==> src/rtl/mips_bus_pkg.sv <==
// Shared types and constants for the Harvard MIPS core to Avalon-MM bridge.
package mips_bus_pkg;

    // Bridge sequencing: one instruction fetch, an optional data access, then commit.
    typedef enum logic [2:0] {
        ST_FETCH   = 3'd0,
        ST_EXEC    = 3'd1,
        ST_DATA_RD = 3'd2,
        ST_DATA_WR = 3'd3,
        ST_COMMIT  = 3'd4,
        ST_HALTED  = 3'd5
    } bridge_state_t;

    // The bus port is always used as a full 32-bit word port.
    localparam logic [3:0]  BYTEEN_ALL = 4'b1111;

    // Word substituted for an instruction whose fetch was aborted (sll $0,$0,0).
    localparam logic [31:0] NOP_WORD   = 32'h0000_0000;

    // Word-align an address: the bus never sees byte offsets.
    function automatic logic [31:0] word_align(input logic [31:0] addr);
        return {addr[31:2], 2'b00};
    endfunction

    // True when the low address bits carry a byte offset.
    function automatic logic is_misaligned(input logic [1:0] addr_lo);
        return addr_lo != 2'b00;
    endfunction

endpackage

==> src/rtl/bus_wait_timer.sv <==
// Counts consecutive stalled bus cycles and flags when the access must be abandoned.
// With MAX_WAIT = 0 the timer never expires, so a stalled access waits forever.
module bus_wait_timer #(
    parameter int MAX_WAIT = 0
) (
    input  logic clk,
    input  logic reset,
    input  logic run,
    input  logic clear,
    output logic expired
);

    // One spare count so the counter can represent MAX_WAIT itself; at least one bit.
    localparam int CW = (MAX_WAIT > 0) ? $clog2(MAX_WAIT + 1) : 1;
    // Abort fires on the stalled cycle where MAX_WAIT stalls have been seen in total.
    localparam logic [CW-1:0] LIMIT = CW'((MAX_WAIT > 0) ? (MAX_WAIT - 1) : 0);

    logic [CW-1:0] wait_cnt_q;

    // Stall counter: cleared on accept/abort/state change, advanced on each stalled cycle.
    always_ff @(posedge clk) begin
        if (reset || clear) begin
            wait_cnt_q <= '0;
        end else if (run) begin
            wait_cnt_q <= wait_cnt_q + 1'b1;
        end
    end

    assign expired = (MAX_WAIT > 0) && run && (wait_cnt_q == LIMIT);

endmodule

==> src/rtl/mips_harvard_avalon_bridge.sv <==
// Bridge between a single-cycle Harvard MIPS core and one shared Avalon-MM port.
// Each instruction is fetched, its optional load/store is performed on the same bus,
// and clock_enable pulses once so the core's architectural state advances exactly
// once per instruction. Fetched word and load data are held stable for the core.
module mips_harvard_avalon_bridge
    import mips_bus_pkg::*;
#(
    parameter int MAX_WAIT = 0
) (
    input  logic        clk,
    input  logic        reset,
    input  logic        cpu_active,
    input  logic [31:0] instr_address,
    output logic [31:0] instr_readdata,
    input  logic [31:0] data_address,
    input  logic        data_read,
    input  logic        data_write,
    input  logic [31:0] data_writedata,
    output logic [31:0] data_readdata,
    output logic        clock_enable,
    output logic [31:0] avl_address,
    output logic        avl_read,
    output logic        avl_write,
    output logic [31:0] avl_writedata,
    output logic [3:0]  avl_byteenable,
    input  logic [31:0] avl_readdata,
    input  logic        avl_waitrequest,
    output logic        err
);

    bridge_state_t state_q;
    logic [31:0]   instr_q;
    logic [31:0]   load_q;
    logic          err_q;

    logic          fetch_go;
    logic          data_rd_go;
    logic          data_wr_go;
    logic          access_active;
    logic          single_access;
    logic          stall;
    logic          timer_expired;

    // Bus strobe decode. A FETCH with the core inactive issues nothing (it halts
    // instead), and reset kills any strobe in the same cycle it is raised.
    always_comb begin
        fetch_go      = !reset && (state_q == ST_FETCH) && cpu_active;
        data_rd_go    = !reset && (state_q == ST_DATA_RD);
        data_wr_go    = !reset && (state_q == ST_DATA_WR);
        access_active = fetch_go || data_rd_go || data_wr_go;
        single_access = data_read ^ data_write;
        stall         = access_active && avl_waitrequest;
    end

    // Avalon side: address comes from the PC during fetch, otherwise from the data port.
    // Core inputs are stable within a state, so these hold while waitrequest is high.
    assign avl_read       = fetch_go || data_rd_go;
    assign avl_write      = data_wr_go;
    assign avl_address    = word_align((state_q == ST_FETCH) ? instr_address : data_address);
    assign avl_writedata  = data_writedata;
    assign avl_byteenable = BYTEEN_ALL;

    // Commit strobe: EXEC commits directly when there is no single data access to do
    // (none requested, or the illegal read+write combination); otherwise COMMIT does.
    // Held high during reset so the core's own reset logic is clocked.
    assign clock_enable = reset
                       || (state_q == ST_COMMIT)
                       || ((state_q == ST_EXEC) && !single_access);

    assign instr_readdata = instr_q;
    assign data_readdata  = load_q;
    assign err            = err_q;

    // Stall watchdog; cleared whenever the current access is not stalling or is abandoned.
    bus_wait_timer #(
        .MAX_WAIT (MAX_WAIT)
    ) u_wait_timer (
        .clk     (clk),
        .reset   (reset),
        .run     (stall),
        .clear   (!stall || timer_expired),
        .expired (timer_expired)
    );

    // Sequencer plus the instruction/load latches and the sticky error flag.
    always_ff @(posedge clk) begin
        if (reset) begin
            state_q <= ST_FETCH;
            instr_q <= 32'h0;
            load_q  <= 32'h0;
            err_q   <= 1'b0;
        end else begin
            case (state_q)
                ST_FETCH: begin
                    if (!cpu_active) begin
                        state_q <= ST_HALTED;
                    end else begin
                        if (is_misaligned(instr_address[1:0])) begin
                            err_q <= 1'b1;
                        end
                        if (!avl_waitrequest) begin
                            instr_q <= avl_readdata;
                            state_q <= ST_EXEC;
                        end else if (timer_expired) begin
                            // Abandoned fetch executes as a NOP so the core still steps.
                            instr_q <= NOP_WORD;
                            err_q   <= 1'b1;
                            state_q <= ST_EXEC;
                        end
                    end
                end
                ST_EXEC: begin
                    if (data_read && data_write) begin
                        err_q   <= 1'b1;
                        state_q <= ST_FETCH;
                    end else if (data_read) begin
                        state_q <= ST_DATA_RD;
                    end else if (data_write) begin
                        state_q <= ST_DATA_WR;
                    end else begin
                        state_q <= ST_FETCH;
                    end
                end
                ST_DATA_RD: begin
                    if (is_misaligned(data_address[1:0])) begin
                        err_q <= 1'b1;
                    end
                    if (!avl_waitrequest) begin
                        load_q  <= avl_readdata;
                        state_q <= ST_COMMIT;
                    end else if (timer_expired) begin
                        load_q  <= 32'h0;
                        err_q   <= 1'b1;
                        state_q <= ST_COMMIT;
                    end
                end
                ST_DATA_WR: begin
                    if (is_misaligned(data_address[1:0])) begin
                        err_q <= 1'b1;
                    end
                    if (!avl_waitrequest) begin
                        state_q <= ST_COMMIT;
                    end else if (timer_expired) begin
                        err_q   <= 1'b1;
                        state_q <= ST_COMMIT;
                    end
                end
                ST_COMMIT: begin
                    state_q <= cpu_active ? ST_FETCH : ST_HALTED;
                end
                ST_HALTED: begin
                    state_q <= ST_HALTED;
                end
                default: begin
                    state_q <= ST_FETCH;
                end
            endcase
        end
    end

endmodule

==> config.mk <==
export PLATFORM = sky130hd
export DESIGN_NAME = mips_harvard_avalon_bridge
export DESIGN_NICKNAME = d
export VERILOG_FILES = /design/src/rtl/mips_bus_pkg.sv /design/src/rtl/bus_wait_timer.sv /design/src/rtl/mips_harvard_avalon_bridge.sv
export SDC_FILE = /design/constraint.sdc
export NUM_CORES = 1
export LEC_CHECK = 0
export CAP_MARGIN = 40
export CORE_UTILIZATION = 30
export DETAILED_ROUTE_END_ITERATION = 8
export PLACE_DENSITY = 0.75
export SLEW_MARGIN = 15
export SYNTH_ARGS = -nofsm -noshare
export SYNTH_HDL_FRONTEND = slang
export SYNTH_SLANG_ARGS = --single-unit
==> constraint.sdc <==
create_clock -name clk -period 1.5 [get_ports clk]
set_input_delay 0.3 -clock clk [delete_from_list [all_inputs] [get_ports clk]]
set_output_delay 0.3 -clock clk [all_outputs]
set_load 0.03 [all_outputs]
Word level (Yosys, flattened, before mapping) --
Index checks and enable logic that the tools add are counted.
Word-level totals: bits in registers 68, output and inout bits 136
Operators by class: bitwise gates (word level) 2, reduce and logical (&&, ||, !) cells 20, equal/unequal tests 11, multiplexer cells 14
Operator list (count):
- 32-bit two-way mux | 1
- 3-bit one-hot mux with 5 select lines | 1
- 3-bit two-way mux | 4
- 3-bit by 2-bit == test with 1-bit output (second input constant) | 2
- 3-bit == test (second input constant) | 2
- 1-bit logical AND | 6
- 2-bit two-way mux | 3
- 2-bit by 1-bit != test with 1-bit output (second input constant) | 3
- 5-bit AND reduction | 1
- 1-bit two-way mux | 4
- 2-bit != test (second input constant) | 2
- 2-bit AND reduction | 2
- 2-bit nonzero test | 2
- 3-bit by 1-bit == test with 1-bit output (second input constant) | 1
- 3-bit logical NOT | 1
- 1-bit logical OR | 3
- 3-bit != test (second input constant) | 1
- 1-bit one-hot mux with 3 select lines | 1
- 3-bit AND reduction | 1
- 3-bit nonzero test | 1
- 1-bit logical NOT | 2
- 2-bit OR reduction | 1
- 1-bit NOT | 1
- 1-bit XOR | 1

Longest topological paths before layout --
Gate-level depths: netlist of run 1.
depth in word-level cells 4, depth in mapped cells 6

By module --
A second synthesis of run 1 with hierarchy kept.
Unflattened totals: cells, all modules 302, area total of the unflattened synthesis 3213.1 um^2
By module, submodules not included:
- mips_harvard_avalon_bridge | times used 1, area an instance 3201.8 um^2, cells each 300
- bus_wait_timer | times used 1, area an instance 11.3 um^2, cells each 2

Least setup slack after synthesis of run 1 --
No wires, ideal clock.
kind flip-flop to output port, start point register state_q[0], end point output clock_enable, arrival 1.564 ns, slack -0.364 ns, cell stages (with the launch flop) 5, required time 1.200 ns, cell sequence dfxtp_1 clkbuf_2 and3b_1 a21oi_1 o21ai_0
On the way: longest elaborated chain between the ends 3
RTL lines:
- start, declared | RTL line mips_harvard_avalon_bridge.sv:31 | bridge_state_t state_q;
- start signal, assigned | RTL line mips_harvard_avalon_bridge.sv:149 | state_q <= cpu_active ? ST_FETCH : ST_HALTED;
- 3-bit == test / 3-bit by 1-bit == test with 1-bit output (equally long branches) | RTL line mips_harvard_avalon_bridge.sv:67, mips_harvard_avalon_bridge.sv:68
- 1-bit logical OR / 1-bit logical AND (equally long branches) | RTL line mips_harvard_avalon_bridge.sv:67, mips_harvard_avalon_bridge.sv:68
- 1-bit logical OR * | RTL line mips_harvard_avalon_bridge.sv:68 | || ((state_q == ST_EXEC) && !single_access);
- end, declared | RTL line mips_harvard_avalon_bridge.sv:20 | output logic clock_enable,
Mark *: on every way between the ends. The rest lies on a longest branch, timed or not.

Worst setup path after layout of run 1 --
start point register state_q[2], end point output avl_address[9]
On the way: longest elaborated chain between the ends 2
RTL lines:
- 3-bit logical NOT | RTL line mips_harvard_avalon_bridge.sv:59 | assign avl_address = word_align((state_q == ST_FETCH) ? instr_address : data_address);
- 32-bit two-way mux | RTL line mips_harvard_avalon_bridge.sv:59
- end, declared | RTL line mips_harvard_avalon_bridge.sv:21 | output logic [31:0] avl_address,
Every way passes these cells.

==> results.tsv, run 1 <==
metric	value	unit
Post-DRT Antenna Nets	0	
Cell Int Power	4310	µW
Root Buffer	clkbuf_8	
row cnt	38	
leakage	0.00260	µW
Crit path top cell by count	buf_6	
most frequent cells in the layout	clkdlybuf4s50_1, nand2_1, dlygate4sd2_1, a21oi_1, dfxtp_1	
detailed-route vias per instance	4.85	
max_cap viols	0	
fin nets	728	
Synth Area in Simple Gates	17.2	%
critical path's top delay family	buffers and inverters	
Synth Area in Compound Gates	16.1	%
Comb pwr share	44.6	%
TritonCTS buffer count	9	
height of the die	108	µm
Initial Util	30.8	%
Final TNS setup	-31480	ps
# diodes	0	
min Tclk post-route	2020	ps
Placeable Area	10900	µm²
htree depth	3	
Synth cell types	33	
Final Hold Viols	0	
WL final	12800	µm
initial antenna violation count	0	
Final Power	6500	µW
synth top area cells	dfxtp_1, a21oi_1, buf_4, mux2_2, nand2_1	
CTS tree	yes	
period utilisation layout	135	%
gr ovfl total	0	
sequential share of the synthesized area	40.6	%
Crit path largest cell delay	350	ps
Sequential Power Share	30.2	%
Pwr Density	1070	nW/µm²
total die area	11600	µm²
Syn Area/Cell	8.29	µm²
maximum VDD drop	0.621	mV
final setup fails	97	
commonest non-fill, non-tap cell in the layout	clkdlybuf4s50_1	
Syn Std Cell Area	3360	µm²
First-pass DRT Iterations	5	
main combinational cell family by area after synthesis	simple AND/OR/NAND/NOR gates	
Arr. time, crit path	1720	ps
IO Pins	270	
share of cells above drive strength 1	29.0	%
share of the synthesized area in the top cell type	40.6	%
Core Util, Final	55.7	%
Crit Path Category	flip-flop to output port	
xor/xnor cell area share of the yosys netlist	0	%
Yosys top cell by area	dfxtp_1	
mux cell area share after synthesis	10.1	%
setup ws final	-519	ps
Final GP Congestion	0.796	
# port buffers	199	
Min-Delay Path Class	input pin to flip-flop	
design area	6060	µm²
max-slew violations	0	
unrepaired setup endpoints after global routing	true	
CTS Sinks	68	
wire length per cell	17.4	µm
cells after synthesis	405	
FMAX	0.495	GHz
switching share of power	33.6	%
Cell Chain, Critical Path	nor3_4, buf_6, buf_12, clkbuf_16, mux2_4, buf_6	
yosys warns	0	
first-pass GRT wire length	18300	µm
crit end category	output port	
post-DP HPWL	8590	µm
clock-pin slew on the worst setup and hold paths	80	ps
Cell Area, Placed	5270	µm²
worst-case clock skew	6.53	ps
run status	finished, violations left	
vias in the first global route	3569	
Clk pwr share	25.2	%
Synth Area in Adders	0.746	%
Horiz. Die Dim	108	µm
pin count of the biggest net entering global routing	68	
drt drc	0	
post-synthesis register bit count	68	
Worst Hold Margin	363	ps
failing checks	negative setup slack	
vias	3577	
Layout area overhead	80.6	%
worst-path maximum fanout	6	
WP buf/inv	4	
P_sw	2190	µW
Critical Path Slowest Stage Cell	dfxtp_4	
Total GRT Usage	20.4	%
CP Data Required Time	1200	ps
Skew-Pair Late Insertion Delay	330	ps
cts hold-fix bufs	0	
maximum clock path buffer count	2	
crit start category	flip-flop	
Starting DRT DRC Count	198	
-- registers in the layout, indices dropped and copies added, names as in the netlist --
signal          flops
data_readdata      32
state_q             3
instr_readdata     32
err                 1
-- layout make-up --
cell class                      count  area [µm²]
Fill cell                        1026        4830
Timing Repair Buffer              245        2510
Multi-Input combinational cell    264        1770
Sequential cell                    68        1370
Clock buffer                       13         179
Tap cell                          140         175
Clock inverter                      3        42.5
Inverter                            4        15.0
-- Yosys cell counts --
cell	count
mux2_2	24
nand2b_1	2
or4b_1	1
clkbuf_2	1
dfxtp_1	68
nor3_1	1
a32o_1	1
inv_1	4
clkbuf_1	14
buf_1	2
buf_4	38
conb_1	2
nand3_1	33
buf_6	8
and3b_1	1
mux2_1	6
nand2_1	67
a21oi_1	68
o2bb2ai_1	1
o21ai_1	30
o31ai_1	1
nand3b_1	1
or4_4	1
buf_2	10
o21ai_0	5
nor2_1	6
nor4_4	1
nor3b_1	2
ha_1	2
nor3_2	1
nor2b_1	1
and3_1	1
nor4b_4	1
-- through the flow --
| step | std cells | worst slack [ps] |
|---|---|---|
| 2_1_floorplan | 409 | -112 |
| 3_3_place_gp | 697 | -465 |
| 3_5_place_dp | 697 | -502 |
| 4_1_cts | 726 | -562 |
| 5_1_grt | 737 | -578 |
| 6_report | 737 | -519 |
-- path summary, 6_finish.rpt --
path / startpoint / end / slack (ps) / cells after the start
max reg2reg: state_q[2]$_SDFFE_PP0P_ / instr_readdata[2]$_SDFFE_PP0P_ / -330 / 7
min: reset / err$_SDFFE_PP0P_ / 360 / 3
max: state_q[2]$_SDFFE_PP0P_ / avl_address[9] / -520 / 6
min reg2reg: data_readdata[25]$_SDFFE_PP0P_ / data_readdata[25]$_SDFFE_PP0P_ / 450 / 2
-- cell families after synthesis --
group | after synthesis
simple gates | 120
compound gates | 106
buf+inv | 77
flops | 68
mux | 30
fa+ha+maj | 2
other cells | 2
-- timing repair --
action                                  4_1_cts  5_1_grt
pin swaps                                     6        6
gates resized for setup                     172      114
cloned                                        4        5
endpoints found under the setup margin      162       97
setup buffers                                 9        9
endpoints found under the hold margin         0        0
-- metal layers --
metal | global-route usage, % | vias to the layer above | share of wire [%]
met2 | 35.4 | 139 | 48
met5 | 0 | - | 0
li1 | - | 1717 | -
met4 | 5.19 | 0 | 1.4
met1 | 24.6 | 1704 | 44
met3 | 5.75 | 17 | 6.4
-- worst reg2reg max path, cell delays in order, from the launching register on --
cell and delay, ps:
dfxtp_4 350, buf_4 160, buf_6 130, or4_4 560, buf_12 160, buf_16 150
o21ai_1 120, a21oi_1 80
-- power by group through the flow --
stage,Sequential (µW),Clock [µW],Combinational (µW)
after floorplan,2150,0,1380
after global placement,1990,0,2280
after detailed placement,1990,0,2310
final,1970,1640,2900
after global routing,1970,1760,3020
after CTS,1960,1680,2500
Note: power is estimated with default switching activity, not from simulation.
==> run 2: changes to the inputs <==
- CORE_AREA: unset -> 2 2 104 106
- CORE_UTILIZATION: 30 -> unset
- DIE_AREA: unset -> 0 0 106 108
- PLACE_DENSITY: 0.75 -> 0.77
- clock period: 1.5 -> 2.2 ns (I/O delays scaled with it)
==> results.tsv, run 2 (synthesis results as in run 1) <==
metric	value	unit
Critical R2R Launch	state_q[1]$_SDFFE_PP0P_	
Final TNS setup	0	ps
Total GRT Usage	18.8	%
WL final	10900	µm
# port buffers	199	
worst-case clock skew	7.75	ps
row cnt	37	
Final Hold Viols	0	
drt drc	0	
max-slew violations	0	
pin count of the biggest net entering global routing	36	
pre-CTS setup slack	-36.2	ps
fin nets	698	
CP Data Required Time	1760	ps
share of cells above drive strength 1	16.1	%
CTS tree	yes	
final setup fails	0	
gr ovfl total	0	
First-pass DRT Iterations	5	
Skew-Pair Late Insertion Delay	330	ps
IO Pins	270	
Root Buffer	clkbuf_8	
Placeable Area	10200	µm²
register area	1360	µm²
post-DP HPWL	8140	µm
wire length per cell	15.5	µm
vias in the first global route	3497	
FMAX	0.456	GHz
run status	finished, final reports clean	
height of the die	108	µm
Pwr Density	700	nW/µm²
area of the multi-input gates	1510	µm²
cts hold-fix bufs	0	
Final GP Congestion	0.801	
Starting DRT DRC Count	143	
maximum VDD drop	0.339	mV
Initial Util	32.8	%
leakage	0.00192	µW
vias	3356	
worst-path maximum fanout	31	
Crit Path Category	flip-flop to output port	
CTS Sinks	68	
initial antenna violation count	0	
commonest non-fill, non-tap cell in the layout	clkdlybuf4s50_1	
first-pass GRT wire length	16900	µm
htree depth	3	
Final Power	3790	µW
unrepaired setup endpoints after global routing	true	
Post-CTS Setup Inserts	0	
Min-Delay Path Class	flip-flop to flip-flop	
Core Util, Final	52.9	%
setup ws final	5.05	ps
crit start category	flip-flop	
Worst Hold Margin	458	ps
filler instances	934	
maximum clock path buffer count	2	
period utilisation layout	99.8	%
most frequent cells in the layout	clkdlybuf4s50_1, a21oi_1, dfxtp_1, nand2_1, nand3_1	
hold_sp	data_readdata[23]$_SDFFE_PP0P_	
max_cap viols	0	
TritonCTS buffer count	9	
crit end category	output port	
Layout area overhead	61.4	%
min Tclk post-route	2190	ps
clock-pin slew on the worst setup and hold paths	70	ps
# diodes	0	
detailed-route vias per instance	4.78	
Horiz. Die Dim	106	µm
Arr. time, crit path	1750	ps
total die area	11400	µm²
flop-to-flop setup slack	440	ps
Post-DRT Antenna Nets	0	
Critical Path Start	state_q[1]$_SDFFE_PP0P_	
-- run 2: changes by cell type in the layout (fill, tap and decap cells not counted), sizes merged --
cell,delta
buf,-50
clkbuf,-7
clkdlybuf4s15,+22
clkdlybuf4s50,+67
clkinv,+3
clkinvlp,-1
dlygate4sd2,-65
-- run 2: metrics by stage --
stage / std cells / cell area [µm²]
6_report: 702 / 5420
5_1_grt: 702 / 5420
4_1_cts: 702 / 5410
3_5_place_dp: 687 / 5200
3_3_place_gp: 687 / 5200
2_1_floorplan: 409 / 3370
-- run 2: repair_timing --
item                       CTS  global route
setup endpoints to repair   25            24
hold endpoints to repair     0             0
gates cloned                 0             0
resized for setup           71             1
pin swaps                    2             0
-- run 2: path summary, 6_finish.rpt --
check	end	cells past startpoint
max	avl_address[9]	4
min	data_readdata[23]$_SDFFE_PP0P_	2
max reg2reg	instr_readdata[0]$_SDFFE_PP0P_	4
min reg2reg	data_readdata[23]$_SDFFE_PP0P_	2
-- run 2: report_power, final --
group	total (µW)	switching, µW	internal [µW]
logic	1500	806	690
clock network	962	448	514
registers	1330	36.8	1290
-- run 2: final cells by class --
| class | count | share of cell area (%) |
|---|---|---|
| timing repair buffer | 215 | 40.2 |
| clock buffer | 10 | 2.36 |
| multi-input combinational | 264 | 27.9 |
| clock inverter | 5 | 0.994 |
| sequential | 68 | 25.1 |
| tap | 136 | 3.14 |
| inverter | 4 | 0.277 |
-- run 2: routing by layer --
metal	wire length, µm	global-route usage [%]	up-vias	part of all wire [%]
li1	-	-	1646	-
met1	4250	20.2	1526	39
met5	0	0	-	0
met4	252	6.20	0	2.3
met3	866	6.99	21	8.0
met2	5500	34.1	163	51
-- run 2: worst max-delay path, cell delays in order, from the launching register on --
cell and delay (ps):
dfxtp_1 340, nor3_4 220, buf_12 220, mux2_1 360
clkdlybuf4s15_2 290
==> run 3: changes to the inputs <==
- clock period: 2.2 -> 2.4 ns (I/O delays scaled with it)
==> results.tsv, run 3 (synthesis results as in run 1) <==
metric	value	unit
final setup fails	0	
Core Util, Final	52.7	%
Critical R2R Launch	state_q[1]$_SDFFE_PP0P_	
cts hold-fix bufs	0	
Pwr Density	688	nW/µm²
Clk pwr share	32.1	%
maximum clock path buffer count	2	
M1 GR Usage	20.5	%
drt drc	0	
flop-to-flop setup slack	630	ps
maximum VDD drop	0.367	mV
FMAX	0.432	GHz
setup ws final	85.0	ps
Final Power	3710	µW
Crit Path Category	input pin to output port	
Placeable Area	10200	µm²
First-pass DRT Iterations	4	
fin nets	697	
detailed-route vias per instance	4.82	
pin count of the biggest net entering global routing	68	
min Tclk post-route	2320	ps
WL final	10600	µm
GR met2 Demand/Resource	32.3	%
worst-case clock skew	6.26	ps
IO Pins	270	
max-slew violations	0	
worst hold path endpoint	data_readdata[12]$_SDFFE_PP0P_	
wire length per cell	15.1	µm
vias	3381	
first-pass GRT wire length	16700	µm
met3 Resource Use GR	5.91	%
Reg2Reg Depth	4	
row cnt	37	
total die area	11400	µm²
WP buf/inv	3	
worst-path maximum fanout	2	
Final TNS setup	0	ps
post-DP HPWL	8010	µm
design area	5390	µm²
TritonCTS buffer count	9	
Crit path largest cell delay	480	ps
commonest non-fill, non-tap cell in the layout	clkdlybuf4s50_1	
switching share of power	32.3	%
GR peak layer	met2	
Root Buffer	clkbuf_8	
pre-CTS setup slack	79.6	ps
hold_sp	data_readdata[12]$_SDFFE_PP0P_	
Comb pwr share	35.1	%
# diodes	0	
crit end category	output port	
run status	finished, final reports clean	
Worst slew margin	53.6	%
clock-pin slew on the worst setup and hold paths	70	ps
R2R Path End	instr_readdata[1]$_SDFFE_PP0P_	
Horiz. Die Dim	106	µm
gr ovfl total	0	
Cell Int Power	2510	µW
Cell Area, Placed	5170	µm²
Final Hold Viols	0	
Post-DRT Antenna Nets	0	
height of the die	108	µm
CTS tree	yes	
leakage	0.00195	µW
period utilisation layout	96.5	%
vias in the first global route	3411	
CP Data Required Time	1920	ps
initial antenna violation count	0	
most frequent cells in the layout	clkdlybuf4s50_1, a21oi_1, dfxtp_1, nand2_1, nand3_1	
Cell Chain, Critical Path	clkdlybuf4s50_1, inv_1, ha_1, and3b_1, a21oi_1, o21ai_0, buf_4	
Layout area overhead	60.7	%
P_sw	1200	µW
Arr. time, crit path	1840	ps
unrepaired setup endpoints after global routing	true	
Skew-Pair Late Insertion Delay	330	ps
hold path cells	2	
# port buffers	199	
Starting DRT DRC Count	147	
Total GRT Usage	18.3	%
Final GP Congestion	0.791	
max_cap viols	0	
crit start category	input pin	
critical path's top delay family	buffers and inverters	
Critical Path Slowest Stage Cell	clkdlybuf4s50_1	
Initial Util	32.8	%
Min-Delay Path Class	flip-flop to flip-flop	
share of cells above drive strength 1	11.8	%
Sequential Power Share	32.8	%
CTS Sinks	68	
Worst Tran Pin Value	697	ps
htree depth	3	
-- run 3: cell count changes in the layout (fill, tap and decap cells not counted), moves of 2 or more --
cell / delta
clkdlybuf4s15_2: -23
dlygate4sd2_1: +17
clkdlybuf4s15_1: +7
buf_12: -3
buf_4: -3
clkbuf_2: +3
clkinv_2: -3
bufinv_16: +2
clkbuf_8: +2
-- run 3: power by group through the flow --
stage / clock, µW / sequential [µW] / combinational [µW]
6_report: 1190 / 1220 / 1300
5_1_grt: 1290 / 1230 / 1390
4_1_cts: 1220 / 1220 / 1310
3_5_place_dp: 0 / 1250 / 1380
3_3_place_gp: 0 / 1240 / 1360
2_1_floorplan: 0 / 1340 / 808
-- run 3: final cells by class --
type                       count  area, µm²
sequential                    68       1360
timing repair buffer         214       2080
multi-input combinational    264       1510
tap                          136        170
inverter                       4       15.0
fill                         951       4840
clock inverter                 5        106
clock buffer                  11        151
-- run 3: worst max-delay path by stage --
stage / startpoint / to / slack [ps] / cells past startpoint
final: data_read / clock_enable / 80 / 7
after global routing: state_q[1]$_SDFFE_PP0P_ / avl_address[14] / -10 / 4
after CTS: state_q[2]$_SDFFE_PP0P_ / avl_write / 50 / 4
after detailed placement: data_read / clock_enable / 80 / 7
after global placement: data_read / clock_enable / 80 / 7
after floorplan: data_read / clock_enable / 280 / 5
-- run 3: stage by stage --
stage                     instances  hold slack (ps)
after detailed placement        686              449
after global routing            702              476
after CTS                       702              460
after global placement          686              442
after floorplan                 409              559
final                           702              461
-- run 3: worst reg2reg max path: stages (launching register included) --
cell and delay (ps):
dfxtp_1 340, buf_4 200, or4_4 750, o21ai_0 250, a21oi_1 90
-- run 3: timing repair --
item / 4_1_cts / 5_1_grt
setup buffers: 0 / 0
cloned: 0 / 0
endpoints found under the setup margin: 28 / 12
resized for setup: 28 / 14
-- run 3: layer usage --
metal / wire length, µm / part of all wire (%)
met4: 276 / 2.6
met5: 0 / 0
met3: 793 / 7.5
met2: 5300 / 50
met1: 4220 / 40
